==> config.mk <==
export PLATFORM = sky130hd
export DESIGN_NAME = pc_nzp_unit
export DESIGN_NICKNAME = d
export VERILOG_FILES = /design/src/rtl/gpu_core_pkg.sv /design/src/rtl/pc_call_stack.sv /design/src/rtl/pc_nzp_unit.sv
export SDC_FILE = /design/constraint.sdc
export NUM_CORES = 1
export LEC_CHECK = 0
export CORE_ASPECT_RATIO = 1.25
export CORE_UTILIZATION = 30
export CTS_CLUSTER_DIAMETER = 40
export DETAILED_ROUTE_END_ITERATION = 10
export PLACE_DENSITY = 0.64
export SETUP_SLACK_MARGIN = 0.5
export SLEW_MARGIN = 20
export SYNTH_ARGS = -nofsm -noshare
export SYNTH_HDL_FRONTEND = slang
export SYNTH_HIERARCHICAL = 1
export SYNTH_SLANG_ARGS = --single-unit
==> constraint.sdc <==
create_clock -name clk -period 3.3 [get_ports clk]
set_input_delay 0.33 -clock clk [delete_from_list [all_inputs] [get_ports clk]]
set_output_delay 0.33 -clock clk [all_outputs]
set_load 0.02 [all_outputs]
==> src/rtl/gpu_core_pkg.sv <==
// Shared GPU core definitions: pipeline stage encoding, NZP flag layout and
// default datapath widths used by the ALU, scheduler, decoder and PC unit.
package gpu_core_pkg;

  typedef enum logic [2:0] {
    ST_IDLE    = 3'b000,
    ST_FETCH   = 3'b001,
    ST_DECODE  = 3'b010,
    ST_REQUEST = 3'b011,
    ST_WAIT    = 3'b100,
    ST_EXECUTE = 3'b101,
    ST_UPDATE  = 3'b110,
    ST_DONE    = 3'b111
  } core_state_e;

  localparam int N_BIT = 2;
  localparam int Z_BIT = 1;
  localparam int P_BIT = 0;

  localparam int DEFAULT_DATA_BITS = 8;
  localparam int DEFAULT_ADDR_BITS = 8;

  // True when any stored flag is selected by the branch mask.
  function automatic logic nzp_match(input logic [2:0] flags, input logic [2:0] mask);
    return (flags[N_BIT] & mask[N_BIT]) |
           (flags[Z_BIT] & mask[Z_BIT]) |
           (flags[P_BIT] & mask[P_BIT]);
  endfunction

endpackage

==> src/rtl/pc_call_stack.sv <==
// Return-address LIFO for the PC unit. Pushes when full and pops when empty
// are ignored here; the caller flags them as errors.
module pc_call_stack #(
  parameter int DEPTH = 4,
  parameter int WIDTH = 8
) (
  input  logic             clk,
  input  logic             reset,
  input  logic             push,
  input  logic             pop,
  input  logic [WIDTH-1:0] push_data,
  output logic             full,
  output logic             empty,
  output logic [WIDTH-1:0] top_data
);

  localparam int PTR_W = $clog2(DEPTH + 1);
  localparam int IDX_W = (DEPTH > 1) ? $clog2(DEPTH) : 1;

  logic [PTR_W-1:0] sp_r;
  logic [PTR_W-1:0] top_ptr_s;
  logic [WIDTH-1:0] mem_r [DEPTH];

  assign full      = (sp_r == PTR_W'(DEPTH));
  assign empty     = (sp_r == PTR_W'(0));
  assign top_ptr_s = sp_r - PTR_W'(1);
  assign top_data  = mem_r[top_ptr_s[IDX_W-1:0]];

  // Stack pointer: counts valid entries.
  always_ff @(posedge clk) begin
    if (reset) begin
      sp_r <= PTR_W'(0);
    end else if (push && !full) begin
      sp_r <= sp_r + PTR_W'(1);
    end else if (pop && !empty) begin
      sp_r <= sp_r - PTR_W'(1);
    end else begin
      sp_r <= sp_r;
    end
  end

  // Entry storage; contents need no reset because sp_r bounds every read.
  always_ff @(posedge clk) begin
    if (push && !full) begin
      mem_r[sp_r[IDX_W-1:0]] <= push_data;
    end
  end

endmodule

==> src/rtl/pc_nzp_unit.sv <==
// Per-thread PC and NZP condition unit, updated in the UPDATE stage.
// Optional subroutine call/return stack enabled by PC_CALL_STACK_EN.
module pc_nzp_unit
  import gpu_core_pkg::*;
#(
  parameter int DATA_BITS   = DEFAULT_DATA_BITS,
  parameter int ADDR_BITS   = DEFAULT_ADDR_BITS,
  parameter int STACK_DEPTH = 4
) (
  input  logic                 clk,
  input  logic                 reset,
  input  logic                 enable,
  input  logic [2:0]           core_state,
  input  logic [DATA_BITS-1:0] alu_out,
  input  logic                 dec_nzp_write_en,
  input  logic                 dec_pc_mux,
  input  logic [2:0]           dec_nzp_mask,
  input  logic [DATA_BITS-1:0] dec_imm,
  input  logic                 dec_halt,
  input  logic                 dec_call,
  input  logic                 dec_return,
  output logic [ADDR_BITS-1:0] pc,
  output logic [2:0]           nzp,
  output logic                 done,
  output logic                 branch_taken,
  output logic                 stack_err
);

  localparam int EXT_W = (ADDR_BITS > DATA_BITS) ? ADDR_BITS : DATA_BITS;

  logic [ADDR_BITS-1:0] pc_r, pc_next_s, pc_inc_s, target_s, stack_top_s;
  logic [EXT_W-1:0]     imm_ext_s;
  logic [2:0]           nzp_r, nzp_next_s;
  logic                 done_r, done_next_s;
  logic                 bt_r, bt_next_s;
  logic                 stack_err_r, serr_next_s;
  logic                 update_s, branch_s, call_s, return_s;
  logic                 push_s, pop_s, stack_full_s, stack_empty_s;

  assign update_s  = enable && (core_state == ST_UPDATE) && !done_r;
  assign imm_ext_s = EXT_W'(dec_imm);
  assign target_s  = imm_ext_s[ADDR_BITS-1:0];
  assign pc_inc_s  = pc_r + ADDR_BITS'(1'b1);
  // The branch looks at the stored flags, so a CMP in the same instruction
  // only affects later branches.
  assign branch_s  = dec_pc_mux && nzp_match(nzp_r, dec_nzp_mask);

`ifdef PC_CALL_STACK_EN
  assign call_s   = dec_call;
  assign return_s = dec_return;

  pc_call_stack #(
    .DEPTH (STACK_DEPTH),
    .WIDTH (ADDR_BITS)
  ) u_call_stack (
    .clk       (clk),
    .reset     (reset),
    .push      (push_s),
    .pop       (pop_s),
    .push_data (pc_inc_s),
    .full      (stack_full_s),
    .empty     (stack_empty_s),
    .top_data  (stack_top_s)
  );

  assign stack_err = stack_err_r;

  logic unused_s;
  assign unused_s = &{1'b0, alu_out[DATA_BITS-1:3]};
`else
  localparam int unused_depth = STACK_DEPTH;

  assign call_s        = 1'b0;
  assign return_s      = 1'b0;
  assign stack_full_s  = 1'b0;
  assign stack_empty_s = 1'b1;
  assign stack_top_s   = {ADDR_BITS{1'b0}};
  assign stack_err     = 1'b0;

  logic unused_s;
  assign unused_s = &{1'b0, alu_out[DATA_BITS-1:3], dec_call, dec_return,
                      push_s, pop_s, stack_err_r};
`endif

  // Next-state selection: halt > return > call > branch > increment.
  always_comb begin
    pc_next_s   = pc_r;
    nzp_next_s  = nzp_r;
    done_next_s = done_r;
    bt_next_s   = 1'b0;
    serr_next_s = stack_err_r;
    push_s      = 1'b0;
    pop_s       = 1'b0;
    if (update_s) begin
      if (dec_nzp_write_en) begin
        nzp_next_s = alu_out[2:0];
      end else begin
        nzp_next_s = nzp_r;
      end
      if (dec_halt) begin
        done_next_s = 1'b1;
      end else if (return_s) begin
        if (stack_empty_s) begin
          pc_next_s   = pc_inc_s;
          serr_next_s = 1'b1;
        end else begin
          pop_s     = 1'b1;
          pc_next_s = stack_top_s;
          bt_next_s = 1'b1;
        end
      end else if (call_s) begin
        pc_next_s = target_s;
        bt_next_s = 1'b1;
        if (stack_full_s) begin
          serr_next_s = 1'b1;
        end else begin
          push_s = 1'b1;
        end
      end else if (branch_s) begin
        pc_next_s = target_s;
        bt_next_s = 1'b1;
      end else begin
        pc_next_s = pc_inc_s;
      end
    end else begin
      pc_next_s   = pc_r;
      nzp_next_s  = nzp_r;
      done_next_s = done_r;
    end
  end

  // State registers; reset overrides any concurrent UPDATE.
  always_ff @(posedge clk) begin
    if (reset) begin
      pc_r        <= {ADDR_BITS{1'b0}};
      nzp_r       <= 3'b000;
      done_r      <= 1'b0;
      bt_r        <= 1'b0;
      stack_err_r <= 1'b0;
    end else begin
      pc_r        <= pc_next_s;
      nzp_r       <= nzp_next_s;
      done_r      <= done_next_s;
      bt_r        <= bt_next_s;
      stack_err_r <= serr_next_s;
    end
  end

  assign pc           = pc_r;
  assign nzp          = nzp_r;
  assign done         = done_r;
  assign branch_taken = bt_r;

endmodule

-- After elaboration in Yosys (flattened, before gate mapping)
Cells that the tools add are included.
- output and inout bits: 14
- register bits: 13
- add/subtract/negate cells: 1
- mux-type cells: 2
- reductions and logical operators: 8
- bitwise operators: 7
- equality and inequality tests: 1
- operator list (operator ; number):
    8-bit by 1-bit adder with 8-bit output (second input constant) ; 1
    8-bit 2-to-1 mux ; 1
    2-bit AND reduction ; 3
    1-bit AND ; 3
    3-bit equality test (second input constant) ; 1
    1-bit logical AND ; 3
    3-bit OR reduction ; 1
    1-bit NOT ; 2
    1-bit OR ; 2
    1-bit zero test ; 1
    1-bit 2-to-1 mux ; 1

-- Logic depth before layout (Yosys ltp)
Gate-level depths: netlist of run 1.
- depth in word-level cells: 5
- gate-level depth with buffers: 6

-- Worst setup path before layout of run 1
OpenSTA, ideal clock, no wires.
- kind: reg2reg
- start point: reg nzp_r[2], in the netlist nzp[2]
- end point: reg pc_r[4], in the netlist pc[4]
- arrival: 1.382 ns
- required time: 3.169 ns
- path slack: 1.787 ns
- stages on the path, launching flop included: 7
- clock period less this slack: 1.513 ns
- path buffers: 2
- path through: dfxtp_1 -> a222oi_1 -> nand2b_1 -> buf_6 -> buf_12 -> mux2i_1 -> o32ai_2
- word-level cells in the longest chain between the ends: 5
- RTL lines (item ; RTL line ; RTL):
    start: declaration ; pc_nzp_unit.sv:33 ; logic [2:0] nzp_r, nzp_next_s;
    start signal: assignment ; pc_nzp_unit.sv:142 ; nzp_r <= nzp_next_s;
    1-bit AND ; gpu_core_pkg.sv:25 ; return (flags[N_BIT] & mask[N_BIT]) |
    1-bit OR ; gpu_core_pkg.sv:25 ;
    1-bit OR ; gpu_core_pkg.sv:26 ; (flags[Z_BIT] & mask[Z_BIT]) |
    1-bit logical AND ; pc_nzp_unit.sv:46 ; assign branch_s = dec_pc_mux && nzp_match(nzp_r, dec_nzp_mask);
    8-bit 2-to-1 mux ; pc_nzp_unit.sv:119 ; end else if (branch_s) begin
    end signal: assignment ; pc_nzp_unit.sv:135 ; pc_r <= {ADDR_BITS{1'b0}};
    end signal: assignment ; pc_nzp_unit.sv:141 ; pc_r <= pc_next_s;
    end: declaration ; pc_nzp_unit.sv:31 ; logic [ADDR_BITS-1:0] pc_r, pc_next_s, pc_inc_s, target_s, stack_top_s;
No other way between the ends.
A chain may end at the register's enable or synchronous reset.

-- Final worst setup path of run 1
- start point: in dec_nzp_mask[2]
- end point: reg pc_r[4], in the netlist pc[4]
- word-level cells in the longest chain between the ends: 5
- RTL lines (item ; RTL line ; RTL):
    start: declaration ; pc_nzp_unit.sv:17 ; input logic [2:0] dec_nzp_mask,
    1-bit AND ; gpu_core_pkg.sv:25 ;
    1-bit OR ; gpu_core_pkg.sv:25 ;
    1-bit OR ; gpu_core_pkg.sv:26 ;
    1-bit logical AND ; pc_nzp_unit.sv:46 ;
    8-bit 2-to-1 mux ; pc_nzp_unit.sv:119 ;
No other way between the ends.

==> results of run 1 <==
## cell usage in the layout, fill, tap and decap left out, types with 2 or more instances in the layout
cell and n:
clkdlybuf4s50_1 35, dfxtp_1 13, mux2i_1 10, nor2_1 9
inv_1 7, a21oi_1 4, or3_1 3, o32ai_1 3
clkbuf_4 3, nand4b_1 2, nand2b_1 2, nand3_1 2
a21oi_2 2, nor4_1 2, o32ai_2 2
## flip-flops by register name, indices dropped and copies added (netlist names)
name,flops
done,1
nzp,3
branch_taken,1
pc,8
## stage by stage
| stage | utilization [%] | area, µm² | cells | worst slack (ps) |
|---|---|---|---|---|
| 2_1_floorplan | - | 742 | 80 | 1790 |
| 5_1_grt | 49.1 | 1110 | 145 | 1200 |
| 3_5_place_dp | 48.0 | 1080 | 141 | 977 |
| 4_1_cts | 49.1 | 1110 | 145 | 1270 |
| 3_3_place_gp | 48.0 | 1080 | 141 | 1020 |
| 6_report | 49.1 | 1110 | 145 | 1290 |
## worst min-delay path by stage
stage / start / to / slack [ps] / cells past startpoint
6_report: pc[6] / pc[6] / 520 / 2
3_5_place_dp: pc[6] / pc[6] / 520 / 2
4_1_cts: pc[6] / pc[6] / 530 / 2
2_1_floorplan: reset / pc[2] / 450 / 1
3_3_place_gp: pc[6] / pc[6] / 510 / 2
5_1_grt: pc[6] / pc[6] / 560 / 2
## power by group through the flow
stage | clock network (mW) | logic (mW) | registers [mW]
finish | 0.0989 | 0.0429 | 0.160
global route | 0.112 | 0.0462 | 0.160
CTS | 0.103 | 0.0434 | 0.160
detailed placement | 0 | 0.0431 | 0.163
global placement | 0 | 0.0427 | 0.163
floorplan | 0 | 0.0118 | 0.165
## cell type report
class	instances	area, µm²
clock buffers	4	26.3
well taps	31	38.8
repair buffers	35	350
flip-flops and latches	13	260
inverters	7	26.3
multi-input cells	55	408
fillers	233	1150
## logic make-up after synthesis
family                     after synthesis  share of synthesized area (%)
other                                    1                          0.505
adders and majority gates                1                           1.69
DFF                                     13                           35.1
AOI/OAI and AO/OA                       17                           19.1
muxes                                   10                           13.5
buffers and inverters                   12                           9.95
and+or+nand+nor                         26                           20.2
## metal layers
metal	track usage [%]	vias up	wire [µm]
met5	0	-	0
met4	6.30	0	23
met3	4.11	3	112
met2	24.8	30	894
met1	18.8	340	727
li1	-	361	-
## worst register-to-register path, cell delays in order, from the launching register on
cell and delay, ps:
dfxtp_1 330, a222oi_1 340, nand2b_1 670, mux2i_1 290, o32ai_2 110
==> metrics.md, run 1 <==
| Metric | Value |
|---|---|
| Clk pwr share | 32.8% |
| Avg Cell Area, Syn | 9.27 µm² |
| Diodes inserted | 0 |
| Syn_nets | 111 |
| Post-synth EDFFs | 0 |
| Synth top area share | 35.1% |
| Int Power | 0.234 mW |
| Crit Path Category | in -> reg |
| Root Buffer | clkbuf_4 |
| Final setup violation count | 0 |
| Critical Path End | pc[4] |
| Post-CTS sizing | 0 |
| CTS Buf Count | 3 |
| Synth warnings | 6 |
| Leading area contributor after synthesis | dfxtp_1 |
| Worst Skew | 0.843 ps |
| All-layer global routing usage | 15.4% |
| Combinational power share | 14.2% |
| Crit path buffers/inverters | 1 |
| Die Y | 57.6 µm |
| Total grt overflow | 0 |
| DR WL/cell | 12.1 µm |
| Final min period | 2010 ps |
| Synth Instances | 80 |
| Worst Setup End Kind | register |
| GP Congestion | 0.789 |
| Core area | 2260 µm² |
| R2r setup slk | 1430 ps |
| Most frequent cell after synthesis | dfxtp_1 |
| # rows | 19 |
| Register area share after synthesis | 35.1% |
| Chip width | 46.5 µm |
| I/O pin cnt | 44 |
| CP max stage delay | 670 ps |
| Post-DRT Antenna Nets | 0 |
| Lkg Pwr | 0.399 nW |
| Fin nets | 146 |
| Clock latency at the later pin of the worst-skew pair | 280 ps |
| RSZ-0062 raised after global routing | false |
| H-tree depth | 1 |
| Worst-path cell chain | clkdlybuf4s50_1 -> a222oi_1 -> nand2b_1 -> mux2i_1 -> o32ai_2 |
| Critical Path AT | 2160 ps |
| Initial core utilization | 32.9% |
| Drt pass-1 iters | 4 |
| CTS max path bufs | 2 |
| Slew Limit Fails | 0 |
| Vias in the first global route | 677 |
| Area Overhead vs Synth | 49.6% |
| DRC | 0 |
| Initial antenna violation count | 0 |
| Post-CTS setup buffer count | 0 |
| Actual slew at the worst max-slew pin | 788 ps |
| Clock sink total | 13 |
| Sw Pwr | 0.0674 mW |
| Fraction of registers with async set/reset | 0% |
| Worst Reg2Reg Path Length in Cells | 4 |
| Min-Delay Path Class | reg -> reg |
| Distinct cells, synth | 32 |
| RR Endpoint | pc[4] |
| Final hold violations | 0 |
| CTS Hold Buffers Added | 0 |
| IO buf count | 35 |
| Slowest CP cell | nand2b_1 |
| DRT iter0 DRCs | 6 |
| Net Sw Frac | 22.4% |
| Synth area leaders | dfxtp_1 (35%), mux2i_1 (13%), nor2_1 (4.6%) |
| Crit-path max FO | 15 |
| Max Cap Viol | 0 |
| Maximum VDD drop | 0.168 mV |
| CTS tree | built |
| Critical Path Source Type | primary input |
| Final Cycle Share | 60.8% |
| Largest net degree at the start of global routing | 16 |
| Critical path's top delay family | simple AND/OR/NAND/NOR gates |
| Power Total | 0.301 mW |
| Clock-pin slew on the worst setup and hold paths | 80 ps |
| Share of cells above drive strength 1 | 7.89% |
| Mapped cell area | 742 µm² |
| Worst path depth | 5 |
| Worst hold margin | 523 ps |
| Sequential Power Share | 53.0% |
| Crit. Startpoint | dec_nzp_mask[2] |
| Max_slew headroom | 47.5% |
| PD cells | 272 nW/µm² |
| Total vias in the final route | 734 |
| Synth cell count leaders | dfxtp_1 (13), mux2i_1 (10), nor2_1 (9) |
| Status | complete, no violations |
| First-pass GRT wire length | 2.97 mm |
| DR vias/cell | 5.06 |
| Synth Flop Type | dfxtp_1 |
| Final WL | 1.76 mm |
| HPWL after DPL | 1.33 mm |
| Yosys reg bits | 13 |
| Start of the worst register-to-register path | nzp[2] |
| Die Area | 2680 µm² |
| Critical path required time | 3450 ps |
| Max Fclk | 498 MHz |
| Sum of negative setup slack | 0 ps |
Power figures use the tool's default switching activity.
==> inputs of run 2 (changes only) <==
==> constraint.sdc (replaced) <==
create_clock -name clk -period 1.9 [get_ports clk]
set_input_delay 0.19 -clock clk [delete_from_list [all_inputs] [get_ports clk]]
set_output_delay 0.19 -clock clk [all_outputs]
set_load 0.02 [all_outputs]
==> run 2 against run 1 <==
Effect of this change:
- global-route usage shrank 0.59 points
- clock-buffer cell count is the same
- non-clock buffer count grew 4
- first-iteration DRC count grew 50%
- total power grew 74%
- hold slack lost 19 ps
- critical path type is now reg -> reg
- via count grew 0.95%
- sequential power grew 72%
- flip-flop and latch count is the same
- die area is the same
- setup slack lost 920 ps
==> metrics.md, run 2 (synthesized netlist as in run 1, its figures left out) <==
| Metric | Value |
|---|---|
| Status | complete, no violations |
| RSZ-0062 raised after global routing | true |
| PD cells | 453 nW/µm² |
| Initial antenna violation count | 0 |
| IO buf count | 35 |
| DR WL/cell | 11.8 µm |
| Final setup violation count | 0 |
| Critical Path Source Type | register |
| # rows | 19 |
| Final min period | 1530 ps |
| Clock-pin slew on the worst setup and hold paths | 80 ps |
| H-tree depth | 1 |
| Critical path required time | 2050 ps |
| Fin nets | 150 |
| Total vias in the final route | 741 |
| Commonest non-fill, non-tap cell in the layout | clkdlybuf4s50_1 |
| Sum of negative setup slack | 0 ps |
| Pre-CTS WS | 135 ps |
| Final WL | 1.77 mm |
| Final Cycle Share | 80.4% |
| DR vias/cell | 4.97 |
| Final hold violations | 0 |
| CP max stage delay | 360 ps |
| Share of cells above drive strength 1 | 14.4% |
| CTS Buf Count | 3 |
| All-layer global routing usage | 14.8% |
| Clock latency at the later pin of the worst-skew pair | 270 ps |
| Max Fclk | 654 MHz |
| Final instance area | 1160 µm² |
| Total grt overflow | 0 |
| Diodes inserted | 0 |
| Crit-path max FO | 15 |
| Max Cap Viol | 0 |
| Final core utilization | 51.4% |
| I/O pin cnt | 44 |
| GP Congestion | 0.827 |
| DP Area | 1130 µm² |
| Die Y | 57.6 µm |
| Max FFs per register | 8 |
| Critical Path AT | 1680 ps |
| Met1 wire length | 780 µm |
| DRT iter0 DRCs | 9 |
| WL met3 | 132 µm |
| Largest net degree at the start of global routing | 16 |
| Highest Signal Layer | met3 |
| Crit Path Category | reg -> reg |
| Root Buffer | clkbuf_4 |
| Chip width | 46.5 µm |
| Slew Limit Fails | 0 |
| DRC | 0 |
| Drt pass-1 iters | 4 |
| Post-DRT Antenna Nets | 0 |
| Die Area | 2680 µm² |
| Worst-path cell chain | a222oi_1 -> nand2b_4 -> buf_12 -> mux2i_1 -> o32ai_2 |
| WL met2 | 851 µm |
| Power Total | 0.526 mW |
| Final WS setup | 372 ps |
| Vias in the first global route | 703 |
| Maximum VDD drop | 0.296 mV |
| Initial core utilization | 32.9% |
| Clock sink total | 13 |
| Core area | 2260 µm² |
| Lkg Pwr | 0.503 nW |
| First-pass GRT wire length | 2.93 mm |
| Worst Setup End Kind | register |
| HPWL after DPL | 1.34 mm |
| Min-Delay Path Class | in -> reg |
| CTS tree | built |
| Fillers | 226 |
| Slowest CP cell | a222oi_1 |
| Most frequent cells in the layout | clkdlybuf4s50_1 (22), dlygate4sd2_1 (12), mux2i_1 (10), dfxtp_1 (10), nor2_1 (9) |
| Worst Skew | 1.41 ps |
| CTS max path bufs | 2 |
| Area Overhead vs Synth | 56.3% |
-- run 2: cell types whose count changed in the layout (fill, tap and decap cells not counted), moves of 2 or more --
| cell | before | now |
|---|---|---|
| dlygate4sd2_1 | 0 | 12 |
| clkdlybuf4s50_1 | 35 | 22 |
| dfxtp_1 | 13 | 10 |
| dfxtp_2 | 0 | 2 |
| buf_4 | 0 | 3 |
-- run 2: critical path, delay by kind of cell, from the launching register on --
| family | cells | cell delay, ps |
|---|---|---|
| buffers and inverters | 1 | 150 |
| muxes | 1 | 220 |
| and+or+nand+nor | 1 | 210 |
| AOI/OAI and AO/OA | 2 | 470 |
| DFF | 1 | 350 |
-- run 2: routing by layer --
metal	global-route usage (%)	vias to the layer above
met5	0	-
met2	25.6	37
met1	17.1	338
li1	-	366
met4	3.78	0
met3	4.43	0
-- run 2: area by class of cell --
cell class / instances / area (µm²) / share of cell area [%]
Clock buffer: 4 / 26.3 / 2.27
Inverter: 7 / 26.3 / 2.27
Multi-Input combinational cell: 55 / 422 / 36.4
Sequential cell: 13 / 267 / 23.0
Tap cell: 31 / 38.8 / 3.34
Timing Repair Buffer: 39 / 380 / 32.8
-- run 2: repair_timing --
| item | CTS | global route |
|---|---|---|
| gates resized for setup | 14 | 1 |
| setup endpoints to repair | 22 | 11 |
| gates cloned | 0 | 0 |
| buffers inserted | 0 | 0 |
| hold buffers | 0 | 0 |
| pin swaps | 1 | 2 |
-- run 2: path summary, 6_finish.rpt --
check	slack (ps)	from	endpoint	cells past startpoint
setup / recovery	370	nzp[2]	pc[3]	5
hold / removal	500	core_state[2]	done	6
setup reg to reg	370	nzp[2]	pc[3]	5
hold reg to reg	510	pc[0]	pc[0]	2
-- run 2: stage by stage --
step / hold slack, ps / cells
detailed placement: 496 / 145
floorplan: 305 / 80
finish: 504 / 149
global route: 529 / 149
global placement: 484 / 145
CTS: 509 / 149
-- run 2: power by group --
part | switching [mW] | total, mW | internal [mW]
combinational | 0.0262 | 0.0788 | 0.0526
sequential | 0.00269 | 0.276 | 0.274
clock | 0.0896 | 0.171 | 0.0813
total | 0.118 | 0.526 | 0.407
==> RTL change 1: new RTL, config.mk and constraints of run 2 <==
Change the package constant `DEFAULT_ADDR_BITS` from 8 to 10.
--- a/src/rtl/gpu_core_pkg.sv
+++ b/src/rtl/gpu_core_pkg.sv
@@ -18,7 +18,7 @@
   localparam int P_BIT = 0;
 
   localparam int DEFAULT_DATA_BITS = 8;
-  localparam int DEFAULT_ADDR_BITS = 8;
+  localparam int DEFAULT_ADDR_BITS = 10;
 
   // True when any stored flag is selected by the branch mask.
   function automatic logic nzp_match(input logic [2:0] flags, input logic [2:0] mask);
Ports: changed (resized pc); port bits go from 44 to 46. No check against the original RTL was run, so the function may have changed too.
==> RTL change 1 against run 2 <==
Clock power is 11% higher. Non-clock buffer count is 10 higher. Critical path depth stayed put. Synthesized area is 11% higher. Fmax is 0.28% lower. Design area is 23% higher. Cell count is 20% higher. Power is 14% higher. Count of clock-buffer cells in the layout stayed put. Critical endpoint is now pc[9]. Wire length is 43% higher. Sequential power is 15% higher. Synthesized cell count is 24% higher. Worst setup slack worse by 0.0044 ns. Sequential cell count is 2 higher.
==> RTL change 1: results (changes against run 2) <==
| Metric | Value |
|---|---|
| Slowest CP cell | `or4_1` |
| Total number of vias | `952 (+28%)` |
| Detailed placer's ending HPWL | `1.783 mm (+33%)` |
| DR iter-0 viols | `23 (+14)` |
| Final WL | `2.526 mm (+43%)` |
| Vias in the first global route | `892 (+27%)` |
| WL met1 | `1.085 mm (+39%)` |
| Skew-Pair Late Insertion Delay | `0.29 ns (+0.02 ns)` |
| GP Congestion | `0.7567 (-8.5%)` |
| Post-Synth Adder-Cell Area | `1.524% (-0.16 points)` |
| Top sig layer | `met4` |
| CP Max Fanout | `7 (-8)` |
| Crit path largest cell delay | `0.40 ns (+0.04 ns)` |
| Non-clock inverters | `6 (-1)` |
| Met2 WL | `1.299 mm (+53%)` |
| Port buffer count | `37 (+5.7%)` |
| VDD IR max | `0.4292 mV (+45%)` |
| Status | `complete, no violations` |
| Total track usage | `17.31% (+2.5 points)` |
| Layout cells sized above 1 | `24.66% (+10 points)` |
| Switching power | `0.0001431 W (+21%)` |
| Max reg flops | `10 (+2)` |
| Min-delay src | `dec_pc_mux` |
| Layout fillers | `243 (+7.5%)` |
| Flop pwr share | `53.2% (+0.7 points)` |
[RTL change 1: cell count changes after synthesis, sizes merged, moves of 3 or more]
cell	change
mux2i	-6
nand2	+5
clkbuf	+4
a21oi	+3
buf	-3
[RTL change 1: per-layer routing]
| layer | vias to the layer above | track usage [%] |
|---|---|---|
| li1 | 466 | - |
| met1 | 451 | 19.73 |
| met2 | 31 | 33.13 |
| met3 | 4 | 2.506 |
| met5 | - | 0 |
| met4 | 0 | 6.303 |
[RTL change 1: worst max-delay path: cells and delay by family, from the launching register on]
kind	cells	cell delay (ns)
buf+inv	1	0.20
compound gates	2	0.47
simple gates	2	0.46
flops	1	0.33
[RTL change 1: through the flow]
stage          std cells  instance area, µm²
2_1_floorplan         99               829.5
3_3_place_gp         169                1265
3_5_place_dp         169                1265
4_1_cts              177                1355
5_1_grt              179                1421
6_report             179                1421
[RTL change 1: repair_timing]
item,in CTS,in global routing
resized for setup,26,9
pin swaps,8,4
endpoints found under the setup margin,24,13
buffers inserted,3,2
gates cloned,1,0
==> RTL change 2: new RTL, config.mk and constraints of run 2 <==
Without the edit above. Reset style: asynchronous (`reset`), changed in one clocked block.
--- a/src/rtl/pc_nzp_unit.sv
+++ b/src/rtl/pc_nzp_unit.sv
@@ -130,7 +130,7 @@
   end
 
   // State registers; reset overrides any concurrent UPDATE.
-  always_ff @(posedge clk) begin
+  always_ff @(posedge clk or posedge reset) begin
     if (reset) begin
       pc_r        <= {ADDR_BITS{1'b0}};
       nzp_r       <= 3'b000;
Check against the original RTL: differs if reset is asserted again (counterexample within 4 cycles, from zero or initial values and one cycle with reset high); with reset held inactive, the same outputs for 10 cycles.
==> RTL change 2 against run 2 <==
Sequential cell count did not move. Utilization down 3.5 points. Synthesized area increased by 2.5%. Worst setup slack got worse by 0.016 ns. Global-route usage rose by 0.26 points. Wire length up 1.2%. Design area increased by 0.11%. Worst hold slack lost 0.27 ns. Via count is 4.3% lower. Critical path type unchanged. Largest cell class unchanged.
Power is not compared: it rests on default switching activity, and its combinational part moved more than twofold at a synthesized area within 25%.
==> RTL change 2: results (changes against run 2) <==
| Metric | Value |
|---|---|
| Worst R2R Setup Slack | `0.36 ns (-0.02 ns)` |
| CP Max Fanout | `13 (-2)` |
| VDD IR max | `0.5576 mV` |
| Slowest CP cell | `dfrtp_2` |
| Hold WC Path Type | `in -> async` |
| Met3 global-route usage | `2.454% (-2.0 points)` |
| Wire per inst | `12.58 µm (+6.2%)` |
| Post-synthesis cell type count | `30 (-6.3%)` |
| Most frequent cells after synthesis | `dfrtp_1, mux2i_1, a21oi_1` |
| WL met1 | `714 µm (-8.5%)` |
| Crit path largest cell delay | `0.42 ns (+0.06 ns)` |
| Setup Viol. Count Final | `0 (unchanged)` |
| Synth async-reset ratio | `100.0% (+100 points)` |
| # nets final | `141 (-6.0%)` |
| Setup WS pre-CTS | `0.1574 ns (+0.02240 ns)` |
| Ant. Diodes | `0 (unchanged)` |
| Register area share after synthesis | `42.76% (+7.7 points)` |
| Largest net degree at the start of global routing | `14 (-2)` |
| Switching power | `0.0003559 W` |
| Fin crit share | `81.29% (+0.85 points)` |
| Area of placed instances | `1142 µm² (+0.88%)` |
| Fin Hold WS | `0.2350 ns (-0.2688 ns)` |
| Post-Syn Instances | `72 (-10%)` |
| Status | `complete, no violations` |
| Total track usage | `15.10% (+0.26 points)` |
| Vias in the first global route | `695 (-1.1%)` |
| Top sig layer | `met4` |
| CTS Buf Count | `3 (unchanged)` |
| Worst R2R End | `pc[3]` |
| Detailed placer's ending HPWL | `1.353 mm (+1.0%)` |
| GP Congestion | `0.7217 (-13%)` |
| Vias/cell | `4.993 (+0.40%)` |
| Met2 Use GR | `24.80% (-0.79 points)` |
| Launch point of the worst path | `nzp[2]` |
| Met1 GRT Util | `18.07% (+0.95 points)` |
| Clock Skews | `0.0006675 ns (-0.0007417 ns)` |
| Met2 WL | `900 µm (+5.8%)` |
| Layout cells sized above 1 | `13.76% (-0.65 points)` |
| Synth area leaders | `dfrtp_1, mux2i_1, a2bb2oi_1` |
| DR iter-0 viols | `11 (+2)` |
| Met3 WL | `129 µm (-2.3%)` |
| Synth Net Count | `103 (-7.2%)` |
| Final WL | `1.786 mm (+1.2%)` |
| Max reg flops | `8 (unchanged)` |
| Global-route wire length before repair | `2.918 mm (-0.24%)` |
| Comb group | `0.000388 W` |
[RTL change 2: layout make-up]
type                    count  area, µm²
clock buffers               4      26.28
fillers                   242       1266
inverters                   3      11.26
multi-input cells          51      386.6
flip-flops and latches     13      326.6
well taps                  33      41.29
repair buffers             38      369.1
[RTL change 2: repair_timing]
action                     CTS  global route
resized for setup           14             1
setup endpoints to repair   21            11
pin swaps                    1             0
buffers inserted             0             0
[RTL change 2: worst max-delay path, delay by kind of cell (launching register included)]
family / cells / cell delay [ns]
compound gates: 2 / 0.47
buf+inv: 1 / 0.15
flops: 1 / 0.42
mux: 1 / 0.18
simple gates: 1 / 0.21
[RTL change 2: logic make-up after synthesis]
| logic type | Yosys count | share of synthesized area, % |
|---|---|---|
| flops | 13 | 42.76 |
| other cells | 1 | 0.4929 |
| fa+ha+maj | 1 | 1.644 |
| mux | 10 | 13.65 |
| buf+inv | 8 | 7.566 |
| compound gates | 17 | 15.13 |
| simple gates | 22 | 18.75 |
